$ cat src/rtl/led_seq_pkg.sv
// Shared definitions for the LED pattern sequencer: register map, bit positions,
// FSM state encoding and the clamping helpers used by the sequencer.
package led_seq_pkg;

  localparam logic [7:0] OFS_CTRL      = 8'h00;
  localparam logic [7:0] OFS_PRESC     = 8'h04;
  localparam logic [7:0] OFS_NSTEPS    = 8'h08;
  localparam logic [7:0] OFS_STATUS    = 8'h0C;
  localparam logic [7:0] OFS_STEP_BASE = 8'h40;

  localparam int unsigned CTRL_EN       = 0;
  localparam int unsigned CTRL_LOOP     = 1;
  localparam int unsigned CTRL_IRQ_EN   = 2;

  localparam int unsigned STAT_BUSY     = 0;
  localparam int unsigned STAT_DONE     = 1;
  localparam int unsigned STAT_STEP_LSB = 8;

  localparam int unsigned DUR_LSB       = 16;

  typedef enum logic [1:0] {
    IDLE,
    LOAD,
    HOLD
  } state_t;

  // A zero step count plays one step; anything past the table plays the whole table.
  function automatic logic [4:0] clamp_nsteps(input logic [4:0] n, input int unsigned depth);
    if (n == 5'd0)
      return 5'd1;
    else if (n > 5'(depth))
      return 5'(depth);
    else
      return n;
  endfunction

  function automatic logic [15:0] clamp_dur(input logic [15:0] d);
    return (d == 16'd0) ? 16'd1 : d;
  endfunction

endpackage

$ cat src/rtl/led_seq_regs.sv
// AHB-lite slave, control/status registers and step table for the LED sequencer.
// Zero wait state: the address phase is registered, writes commit at the end of the data phase.
module led_seq_regs
  import led_seq_pkg::*;
#(
  parameter int unsigned NUM_LEDS = 2,
  parameter int unsigned DEPTH    = 8,
  parameter int unsigned PRESC_W  = 24
) (
  input  logic                     clk,
  input  logic                     rst_n,
  input  logic [1:0]               htrans,
  input  logic                     hready,
  input  logic                     hwrite,
  input  logic [31:0]              haddr,
  input  logic [31:0]              hwdata,
  output logic [31:0]              hrdata,
  output logic                     en,
  output logic                     loop,
  output logic [PRESC_W-1:0]       presc,
  output logic [4:0]               nsteps,
  output logic                     start,
  output logic                     irq,
  input  logic [$clog2(DEPTH)-1:0] step_idx,
  output logic [NUM_LEDS-1:0]      step_mask,
  output logic [15:0]              step_dur,
  input  logic                     busy,
  input  logic                     done_set
);

  localparam int unsigned SW = $clog2(DEPTH);

  logic                dp_valid;
  logic                dp_write;
  logic [5:0]          dp_waddr;
  logic                irq_en;
  logic                done;
  logic [NUM_LEDS-1:0] mask_tbl [DEPTH];
  logic [15:0]         dur_tbl  [DEPTH];

  logic                wr;
  logic                wr_ctrl;
  logic                wr_presc;
  logic                wr_nsteps;
  logic                wr_status;
  logic                wr_step;
  logic                is_step;
  logic [SW-1:0]       tbl_idx;
  logic [31:0]         rdata;
  logic                unused_bits;

  assign unused_bits = &{1'b0, htrans[0], haddr[31:8], haddr[1:0], hwdata};

  always_ff @(posedge clk or negedge rst_n) begin
    if (!rst_n) begin
      dp_valid <= 1'b0;
      dp_write <= 1'b0;
      dp_waddr <= '0;
    end else if (hready) begin
      dp_valid <= htrans[1];
      dp_write <= hwrite;
      dp_waddr <= haddr[7:2];
    end
  end

  always_comb begin
    tbl_idx   = dp_waddr[SW-1:0];
    is_step   = (dp_waddr[5:4] == OFS_STEP_BASE[7:6]) && ({2'b00, dp_waddr[3:0]} < 6'(DEPTH));
    wr        = dp_valid && dp_write && hready;
    wr_ctrl   = wr && (dp_waddr == OFS_CTRL[7:2]);
    wr_presc  = wr && (dp_waddr == OFS_PRESC[7:2]);
    wr_nsteps = wr && (dp_waddr == OFS_NSTEPS[7:2]);
    wr_status = wr && (dp_waddr == OFS_STATUS[7:2]);
    wr_step   = wr && is_step;
  end

  always_comb begin
    rdata = '0;
    if (is_step) begin
      rdata[NUM_LEDS-1:0]   = mask_tbl[tbl_idx];
      rdata[DUR_LSB +: 16]  = dur_tbl[tbl_idx];
    end else begin
      case (dp_waddr)
        OFS_CTRL[7:2]: begin
          rdata[CTRL_EN]     = en;
          rdata[CTRL_LOOP]   = loop;
          rdata[CTRL_IRQ_EN] = irq_en;
        end
        OFS_PRESC[7:2]:  rdata[PRESC_W-1:0] = presc;
        OFS_NSTEPS[7:2]: rdata[4:0] = nsteps;
        OFS_STATUS[7:2]: begin
          rdata[STAT_BUSY]          = busy;
          rdata[STAT_DONE]          = done;
          rdata[STAT_STEP_LSB +: 4] = 4'(step_idx);
        end
        default: ;
      endcase
    end
  end

  assign hrdata    = (dp_valid && !dp_write) ? rdata : '0;
  assign step_mask = mask_tbl[step_idx];
  assign step_dur  = dur_tbl[step_idx];
  assign irq       = done & irq_en;

  always_ff @(posedge clk or negedge rst_n) begin
    if (!rst_n) begin
      en     <= 1'b0;
      loop   <= 1'b0;
      irq_en <= 1'b0;
      presc  <= '0;
      nsteps <= '0;
      done   <= 1'b0;
      start  <= 1'b0;
      for (int unsigned i = 0; i < DEPTH; i++) begin
        mask_tbl[SW'(i)] <= '0;
        dur_tbl[SW'(i)]  <= '0;
      end
    end else begin
      // Registered start delays LOAD by one edge so the first mask lands two edges after the write.
      start <= wr_ctrl & hwdata[CTRL_EN];
      if (wr_ctrl) begin
        en     <= hwdata[CTRL_EN];
        loop   <= hwdata[CTRL_LOOP];
        irq_en <= hwdata[CTRL_IRQ_EN];
      end else if (done_set) begin
        en <= 1'b0;
      end
      if (wr_presc)
        presc <= hwdata[PRESC_W-1:0];
      if (wr_nsteps)
        nsteps <= hwdata[4:0];
      if (done_set)
        done <= 1'b1;
      else if (wr_status && hwdata[STAT_DONE])
        done <= 1'b0;
      if (wr_step) begin
        mask_tbl[tbl_idx] <= hwdata[NUM_LEDS-1:0];
        dur_tbl[tbl_idx]  <= hwdata[DUR_LSB +: 16];
      end
    end
  end

endmodule

$ cat src/rtl/led_seq_ctrl.sv
// AHB-lite programmable LED pattern sequencer: plays the step table once or in a loop
// and raises a level interrupt on completion.
module led_seq_ctrl
  import led_seq_pkg::*;
#(
  parameter int unsigned NUM_LEDS = 2,
  parameter int unsigned DEPTH    = 8,
  parameter int unsigned PRESC_W  = 24
) (
  input  logic                sys_clock,
  input  logic                resetn,
  input  logic [1:0]          mem_ahb_htrans,
  input  logic                mem_ahb_hready,
  input  logic                mem_ahb_hwrite,
  input  logic [31:0]         mem_ahb_haddr,
  input  logic [31:0]         mem_ahb_hwdata,
  output logic                mem_ahb_hreadyout,
  output logic                mem_ahb_hresp,
  output logic [31:0]         mem_ahb_hrdata,
  output logic [NUM_LEDS-1:0] led,
  output logic                irq
);

  localparam int unsigned SW = $clog2(DEPTH);

  state_t              state;
  state_t              state_nx;
  logic [SW-1:0]       step;
  logic [SW-1:0]       step_nx;
  logic [15:0]         dur_cnt;
  logic [PRESC_W-1:0]  presc_cnt;
  logic [NUM_LEDS-1:0] led_q;
  logic [NUM_LEDS-1:0] led_nx;

  logic                en;
  logic                loop;
  logic                start;
  logic                done_set;
  logic                busy;
  logic                tick;
  logic                step_end;
  logic                last_step;
  logic [PRESC_W-1:0]  presc;
  logic [4:0]          nsteps;
  logic [NUM_LEDS-1:0] step_mask;
  logic [15:0]         step_dur;

  assign mem_ahb_hreadyout = 1'b1;
  assign mem_ahb_hresp     = 1'b0;
  assign led               = led_q;

  led_seq_regs #(
    .NUM_LEDS (NUM_LEDS),
    .DEPTH    (DEPTH),
    .PRESC_W  (PRESC_W)
  ) u_regs (
    .clk       (sys_clock),
    .rst_n     (resetn),
    .htrans    (mem_ahb_htrans),
    .hready    (mem_ahb_hready),
    .hwrite    (mem_ahb_hwrite),
    .haddr     (mem_ahb_haddr),
    .hwdata    (mem_ahb_hwdata),
    .hrdata    (mem_ahb_hrdata),
    .en        (en),
    .loop      (loop),
    .presc     (presc),
    .nsteps    (nsteps),
    .start     (start),
    .irq       (irq),
    .step_idx  (step),
    .step_mask (step_mask),
    .step_dur  (step_dur),
    .busy      (busy),
    .done_set  (done_set)
  );

  // >= rather than == so a PRESC lowered mid-step below the running count still ticks at once.
  always_comb begin
    tick      = (state == HOLD) && (presc_cnt >= presc);
    step_end  = tick && (dur_cnt <= 16'd1);
    last_step = (5'(step) + 5'd1) >= clamp_nsteps(nsteps, DEPTH);
  end

  always_ff @(posedge sys_clock or negedge resetn) begin
    if (!resetn) begin
      state <= IDLE;
      step  <= '0;
    end else begin
      state <= state_nx;
      step  <= step_nx;
    end
  end

  always_comb begin
    state_nx = state;
    step_nx  = step;
    done_set = 1'b0;
    if (start) begin
      state_nx = LOAD;
      step_nx  = '0;
    end else if (!en) begin
      state_nx = IDLE;
      step_nx  = '0;
    end else begin
      case (state)
        IDLE: ;
        LOAD: state_nx = HOLD;
        HOLD: begin
          if (step_end) begin
            if (!last_step) begin
              state_nx = LOAD;
              step_nx  = step + SW'(1);
            end else if (loop) begin
              state_nx = LOAD;
              step_nx  = '0;
            end else begin
              state_nx = IDLE;
              step_nx  = '0;
              done_set = 1'b1;
            end
          end
        end
        default: state_nx = IDLE;
      endcase
    end
  end

  // A natural finish keeps the last mask through the first IDLE cycle; a stop blanks at once.
  always_comb begin
    busy   = (state != IDLE);
    led_nx = led_q;
    if (state == IDLE || !en)
      led_nx = '0;
    else if (state == LOAD && !start)
      led_nx = step_mask;
  end

  always_ff @(posedge sys_clock or negedge resetn) begin
    if (!resetn) begin
      led_q     <= '0;
      dur_cnt   <= '0;
      presc_cnt <= '0;
    end else begin
      led_q <= led_nx;
      if (state == LOAD) begin
        dur_cnt   <= clamp_dur(step_dur);
        presc_cnt <= '0;
      end else if (state == HOLD) begin
        if (tick) begin
          presc_cnt <= '0;
          dur_cnt   <= dur_cnt - 16'd1;
        end else begin
          presc_cnt <= presc_cnt + PRESC_W'(1);
        end
      end
    end
  end

endmodule

$ cat config.mk
export PLATFORM = sky130hd
export DESIGN_NAME = led_seq_ctrl
export DESIGN_NICKNAME = d
export VERILOG_FILES = /design/src/rtl/led_seq_pkg.sv /design/src/rtl/led_seq_regs.sv /design/src/rtl/led_seq_ctrl.sv
export SDC_FILE = /design/constraint.sdc
export NUM_CORES = 1
export LEC_CHECK = 0
export CAP_MARGIN = 10
export CELL_PAD_IN_SITES_DETAIL_PLACEMENT = 1
export CELL_PAD_IN_SITES_GLOBAL_PLACEMENT = 1
export CORE_MARGIN = 3
export CORE_UTILIZATION = 51
export CTS_BUF_LIST = sky130_fd_sc_hd__clkbuf_8 sky130_fd_sc_hd__clkbuf_16
export DETAILED_ROUTE_END_ITERATION = 8
export PLACE_DENSITY = 0.86
export SETUP_SLACK_MARGIN = 0.2
export SLEW_MARGIN = 20
export SYNTH_ARGS = -nofsm -noshare
export SYNTH_HDL_FRONTEND = slang
export SYNTH_SLANG_ARGS = --single-unit
$ cat constraint.sdc
create_clock -name sys_clock -period 4.85 [get_ports sys_clock]
set_clock_uncertainty 0.05 [all_clocks]
set_input_delay 0.97 -clock sys_clock [delete_from_list [all_inputs] [get_ports sys_clock]]
set_output_delay 0.97 -clock sys_clock [all_outputs]
set_load 0.02 [all_outputs]
## After elaboration in Yosys (flattened, before gate mapping)

Cells that the tools add are included.

| storage, ports and cells | value |
|---|---|
| bits in registers | 233 |
| bits of input ports | 70 |
| output and inout bits | 37 |
| logic and storage cells | 149 |

| cells by class | value |
|---|---|
| add/sub/neg operators | 4 |
| $lt $le $gt $ge | 8 |
| equality and inequality tests | 10 |
| multiplexer cells | 61 |
| bitwise gates (word level) | 4 |
| reduce and logical (&&, ||, !) cells | 31 |

Operators by type and width:

| operator | count |
|---|---|
| $mux 16 | 9 |
| $bwmux 128 | 1 |
| $bmux 16 s3 | 2 |
| $mux 24 | 3 |
| $demux 16 s3 | 1 |
| $mux 32 | 1 |
| $add 24x1->24 const B | 1 |
| $ge 24x24->1 | 1 |
| $mux 2 | 11 |
| $mux 3 | 6 |
| $bwmux 16 | 1 |
| $le 16x1->1 const B | 1 |
| $logic_not 16->1 | 1 |
| $mux 8 | 2 |
| $sub 16x1->16 const B | 1 |
| $logic_and 1x1->1 | 14 |
| $mux 14 | 1 |
| $bmux 2 s3 | 2 |
| $eq 6x2->1 const B | 2 |
| $mux 1 | 12 |
| $mux 12 | 1 |
| $reduce_bool 2->1 | 6 |
| $mux 5 | 2 |
| $ne 3x3->1 const B | 3 |
| other kinds (25) | 33 |

## Longest topological paths before layout

Gate-level depths: netlist (run 1).

| logic depth | value |
|---|---|
| depth in word-level cells | 11 |
| gate-level depth with buffers | 10 |
| mapped depth without buffers | 10 |

## Modules after synthesis

Synthesis (run 1) repeated with hierarchy kept, for this count alone.

| unflattened totals | value |
|---|---|
| cell total of the unflattened synthesis | 1026 |
| area, all modules | 13093.8 um2 |

Modules (own cells, without submodules):

| module | instances | cells each | area an instance (um2) | seq. area each (um2) |
|---|---|---|---|---|
| led_seq_regs | 1 | 611 | 9609.2 | 4654.5 |
| led_seq_ctrl | 1 | 415 | 3484.6 | 1176.1 |

## Worst setup path after synthesis (run 1)

No wires, ideal clock.

| path | value |
|---|---|
| path type | register to output |
| start point | reg u_regs.dp_waddr[0] |
| end point | out mem_ahb_hrdata[29] |
| arrival time | 2115 ps |
| data required time | 3830 ps |
| path slack | 1715 ps |
| stages on the path, launching flop included | 7 |
| buffers on the path | 3 |
| cell sequence | dfrtp_1 -> clkbuf_1 -> buf_2 -> buf_1 -> mux4_2 -> mux2i_1 -> nor2_1 |

| between the ends | value |
|---|---|
| longest elaborated chain between the ends | 6 |
| elaborated cells between the ends (all ways) | 8 |
| those cells by class | order compare (1); mux (5); bitwise (1); reduce/logical (1) |

RTL lines:

| element | RTL line | RTL |
|---|---|---|
| start, declared | led_seq_regs.sv:35 | `logic [5:0] dp_waddr;` |
| start signal, assigned | led_seq_regs.sv:62 | `dp_waddr <= haddr[7:2];` |
| $not 3->4 (not written as such) | led_seq_regs.sv:81 | `rdata[DUR_LSB +: 16] = dur_tbl[tbl_idx];` |
| $bmux 16 s3 | led_seq_regs.sv:81 |  |
| $mux 16 (not written as such) (2 in series) | led_seq_regs.sv:81 |  |
| $mux 8 * | led_seq_regs.sv:79 | `if (is_step) begin` |
| $mux 32 * | led_seq_regs.sv:101 | `assign hrdata = (dp_valid && !dp_write) ? rdata : '0;` |
| end, declared | led_seq_ctrl.sv:19 | `output logic [31:0] mem_ahb_hrdata,` |

Mark *: on every way between the ends. The rest lies on a longest branch, timed or not. The select of a mux whose other input is x is not followed.

## Worst setup path in the final report (run 1)

| path | value |
|---|---|
| start point | reg u_regs.dp_waddr[3] |
| end point | out mem_ahb_hrdata[17] |

| between the ends | value |
|---|---|
| longest elaborated chain between the ends | 4 |
| elaborated cells between the ends (all ways) | 6 |
| those cells by class | order compare (1); eq/ne (1); mux (3); reduce/logical (1) |

RTL lines:

| element | RTL line |
|---|---|
| $lt 4x4->1 or $eq 6x1->1 (tied branches) | led_seq_regs.sv:68, led_seq_regs.sv:83 |
| $logic_and 1x1->1 or $mux 12 (tied branches) | led_seq_regs.sv:68, led_seq_regs.sv:83 |
| $mux 8 * | led_seq_regs.sv:79 |
| $mux 32 * | led_seq_regs.sv:101 |

Mark *: on every way between the ends. The rest lies on a longest branch, timed or not.

==> impl_metrics.tcl, run 1 <==
set metrics [dict create \
    die_area_um2 27100 \
    drc 0 \
    synth-async-reset-ratio_pct 100 \
    antenna_found_initial 0 \
    fin_crit_sh_pct 92.9 \
    globalplace.congestion 0.824 \
    start_kind "flop" \
    rsz0062_at_grt "false" \
    root_buffer "clkbuf_16" \
    die_h_um 165 \
    drv_slew 0 \
    finalCriticalPeriod_ns 4.50 \
    ys_warn_count 0 \
    placement.io_buffers 77 \
    dpl-instance-area_um2 14000 \
    grt.overflow.total 0 \
    post-dp-hpwl_um 25800 \
    track_usage_pct 31.8 \
    row_count 57 \
    cts_buffers 27 \
    vias 9874 \
    tightest_slew_ns 1.09 \
    syn_nets 1193 \
    crit_required_ns 3.83 \
    synth_edf_count 0 \
    routed_wl_um 42400 \
    syn_inst 1087 \
    cts_buffer_depth 3 \
    power.density_nw_per_um2 331 \
    cp-end-kind "output pin" \
    first_global_vias 10800 \
    die_x_um 165 \
    syn_area_um2 12800 \
    diodes 0 \
    clk_latency_ns 0.57 \
    grt_pass1_wl_um 65900 \
    post_cts_buffers 0 \
    cts_tree "done" \
    critical_path_class "flop to output pin" \
    final_nets 1261 \
    ctsHoldBuffers 0 \
    hold_viol 0 \
    n_fill_cell 2484 \
    drt-initial-drc-count 821 \
    clock_sinks 233 \
    cts.clk_slew.worst_paths_ns 0.06 \
    hold_class "input port to async pin" \
    setup_tns_ns 0 \
    max-slew-margin-rel_pct 27.6 \
    post_drt_wl_per_cell_um 28.3 \
    drtAntennaViolNets 0 \
    status "completed" \
    detail_route.first_pass.iterations 5 \
    ys.flop_type "dfrtp_1" \
    syn_to_final_growth_pct 16.0 \
    peakVddDrop_uv 259 \
    ys_types 61 \
    ys_seq_elements 233 \
    maxCapViolCount 0 \
    core_area_um2 24500 \
    ios 107 \
    grt_max_degree 106 \
    finalSetupViolations 0 \
    drive_gt1_share_pct 27.6 \
    p_leak_uw 0.00673 \
    h-tree-depth 1 \
    fmax_mhz 222 \
    avgSynthCellArea_um2 11.8 \
    initial_utilization_pct 52.3 \
    via_per_inst 6.59 \
    design_area_um2 14900 \
    cp_data_arrival_time_ns 3.48 \
    crit_fanout 12 \
    ys_seq_area_share_pct 45.4 \
]
cells in the mapped netlist, drive strengths merged (3+ instances only):
master,count,area [um^2]
a211oi,6,45.0
a21o,3,22.5
a21oi,17,85.1
a221oi,9,78.8
a22oi,4,30.0
and2,4,25.0
and3,7,43.8
buf,26,119
clkbuf,38,143
dfrtp,233,5830
ha,36,450
inv,35,131
mux2,180,2030
mux2i,49,490
mux4,55,1240
nand2,82,308
nand2b,5,31.3
nand3,24,120
nand3b,3,22.5
nand4,10,62.6
nor2,73,274
nor2b,8,50.1
nor3,19,100
nor3b,3,22.5
nor4,11,68.8
o211ai,8,60.1
o21ai,56,280
o221ai,3,26.3
o22ai,9,56.3
o311ai,7,61.3
o41ai,4,35.0
or2,3,21.3
or3,6,48.8
or4,7,58.8
xnor2,8,70.1
xor2,14,123
cell families (layout without fill, tap and decap cells):
| group | Yosys count | in the layout | synth area share, % |
|---|---|---|---|
| multiplexers | 284 | 284 | 29.3 |
| AND/OR/NAND/NOR | 267 | 267 | 9.94 |
| flip-flops | 233 | 233 | 45.4 |
| AO/OA/AOI/OAI | 143 | 143 | 7.20 |
| buffers and inverters | 100 | 187 | 3.09 |
| adder cells (fa/ha/maj) | 36 | 36 | 3.51 |
| XOR/XNOR | 22 | 22 | 1.50 |
| other | 2 | 2 | 0.0585 |
sequential cells by signal, indices dropped and copies added, names as in the netlist:
| signal | cells |
|---|---|
| u_regs.dp_valid | 1 |
| u_regs.nsteps | 5 |
| u_regs.done | 1 |
| u_regs.presc | 24 |
| state | 2 |
| u_regs.start | 1 |
| u_regs.dp_waddr | 6 |
| u_regs.mask_tbl | 16 |
| u_regs.dp_write | 1 |
| dur_cnt | 16 |
| presc_cnt | 24 |
| u_regs.loop | 1 |
| u_regs.dur_tbl | 128 |
| u_regs.irq_en | 1 |
| step | 3 |
| led | 2 |
| u_regs.en | 1 |
timing repair:
item,CTS,global route
endpoints found under the hold margin,0,0
endpoints found under the setup margin,1,0
gates resized for setup,1,0
per-layer routing:
metal	global-route usage, %	routed length (um)	vias up
met4	12.2	1810	0
met1	41.2	17100	5200
li1	-	-	4149
met5	0	0	-
met3	6.14	2500	130
met2	53.3	21000	395
critical path: stages, from the launching register on:
cell and delay (ns):
dfrtp_1 0.39, nor2_1 0.18, nand2_1 0.10, nor2_1 0.31
nand2_1 0.41, nor2_2 0.52, nand2_1 0.14, o21ai_0 0.13
clkdlybuf4s50_1 0.73
placed cells by master (no fill, tap or decap), types with 17 or more instances in the layout:
cell type | netlist | layout
a21oi_1 | 17 | 17
clkdlybuf4s50_1 | 0 | 76
ha_1 | 36 | 36
mux4_2 | 55 | 55
mux2i_1 | 49 | 49
nand3_1 | 24 | 24
clkbuf_16 | 0 | 27
o21ai_0 | 56 | 56
buf_4 | 2 | 24
dfrtp_1 | 233 | 230
nand2_1 | 82 | 82
inv_1 | 35 | 44
nor2_1 | 73 | 70
mux2_2 | 180 | 180
report_power, final:
group | internal (uW) | switching, uW | leakage (uW)
registers | 2090 | 150 | 0.00308
clock network | 1180 | 855 | 0.000470
logic | 311 | 341 | 0.00317
total | 3590 | 1350 | 0.00673
path summary, 6_finish.rpt:
kind	start	end	slack (ns)	cells past startpoint
min in group sys_clock	u_regs.dp_waddr[5]$_DFFE_PN0P_	u_regs.dp_waddr[5]$_DFFE_PN0P_	0.46	1
max in group asynchronous	resetn	u_regs.dur_tbl[46]$_DFFE_PN0P_	3.23	2
max reg2reg	u_regs.presc[23]$_DFFE_PN0P_	dur_cnt[13]$_DFFE_PN0P_	1.23	10
max	u_regs.dp_waddr[3]$_DFFE_PN0P_	mem_ahb_hrdata[17]	0.35	8
min	resetn	u_regs.nsteps[3]$_DFFE_PN0P_	0.39	1
min reg2reg	u_regs.dp_waddr[5]$_DFFE_PN0P_	u_regs.dp_waddr[5]$_DFFE_PN0P_	0.46	1
cell type report:
type	instances	area, um^2	area share (%)
Multi-Input combinational cell	754	6630	44.6
Sequential cell	233	5840	39.2
Timing Repair Buffer	103	996	6.69
Clock buffer	35	786	5.28
Tap cell	324	405	2.72
Inverter	36	135	0.908
Clock inverter	13	93.8	0.630
per-stage QoR:
step	setup WS [ns]	power, uW	instances	hold WS [ns]	utilization (%)
2_1_floorplan	1.71	2610	1087	0.429	-
3_3_place_gp	1.11	2820	1450	0.442	57.1
3_5_place_dp	0.866	2880	1450	0.451	57.1
4_1_cts	0.331	4940	1498	0.446	60.7
5_1_grt	0.236	5090	1498	0.457	60.7
6_report	0.346	4930	1498	0.394	60.7
Note: power is estimated with default switching activity, not from simulation.
==> run 2: changes to the inputs <==
--- a/config.mk
+++ b/config.mk
@@ -12,6 +12,7 @@
 export CORE_UTILIZATION = 51
 export CTS_BUF_LIST = sky130_fd_sc_hd__clkbuf_8 sky130_fd_sc_hd__clkbuf_16
 export DETAILED_ROUTE_END_ITERATION = 8
+export GPL_ROUTABILITY_DRIVEN = 0
 export PLACE_DENSITY = 0.86
 export SETUP_SLACK_MARGIN = 0.2
 export SLEW_MARGIN = 20
==> results of run 2 <==
Final layout, timing and power as in run 1 (identical DEF).
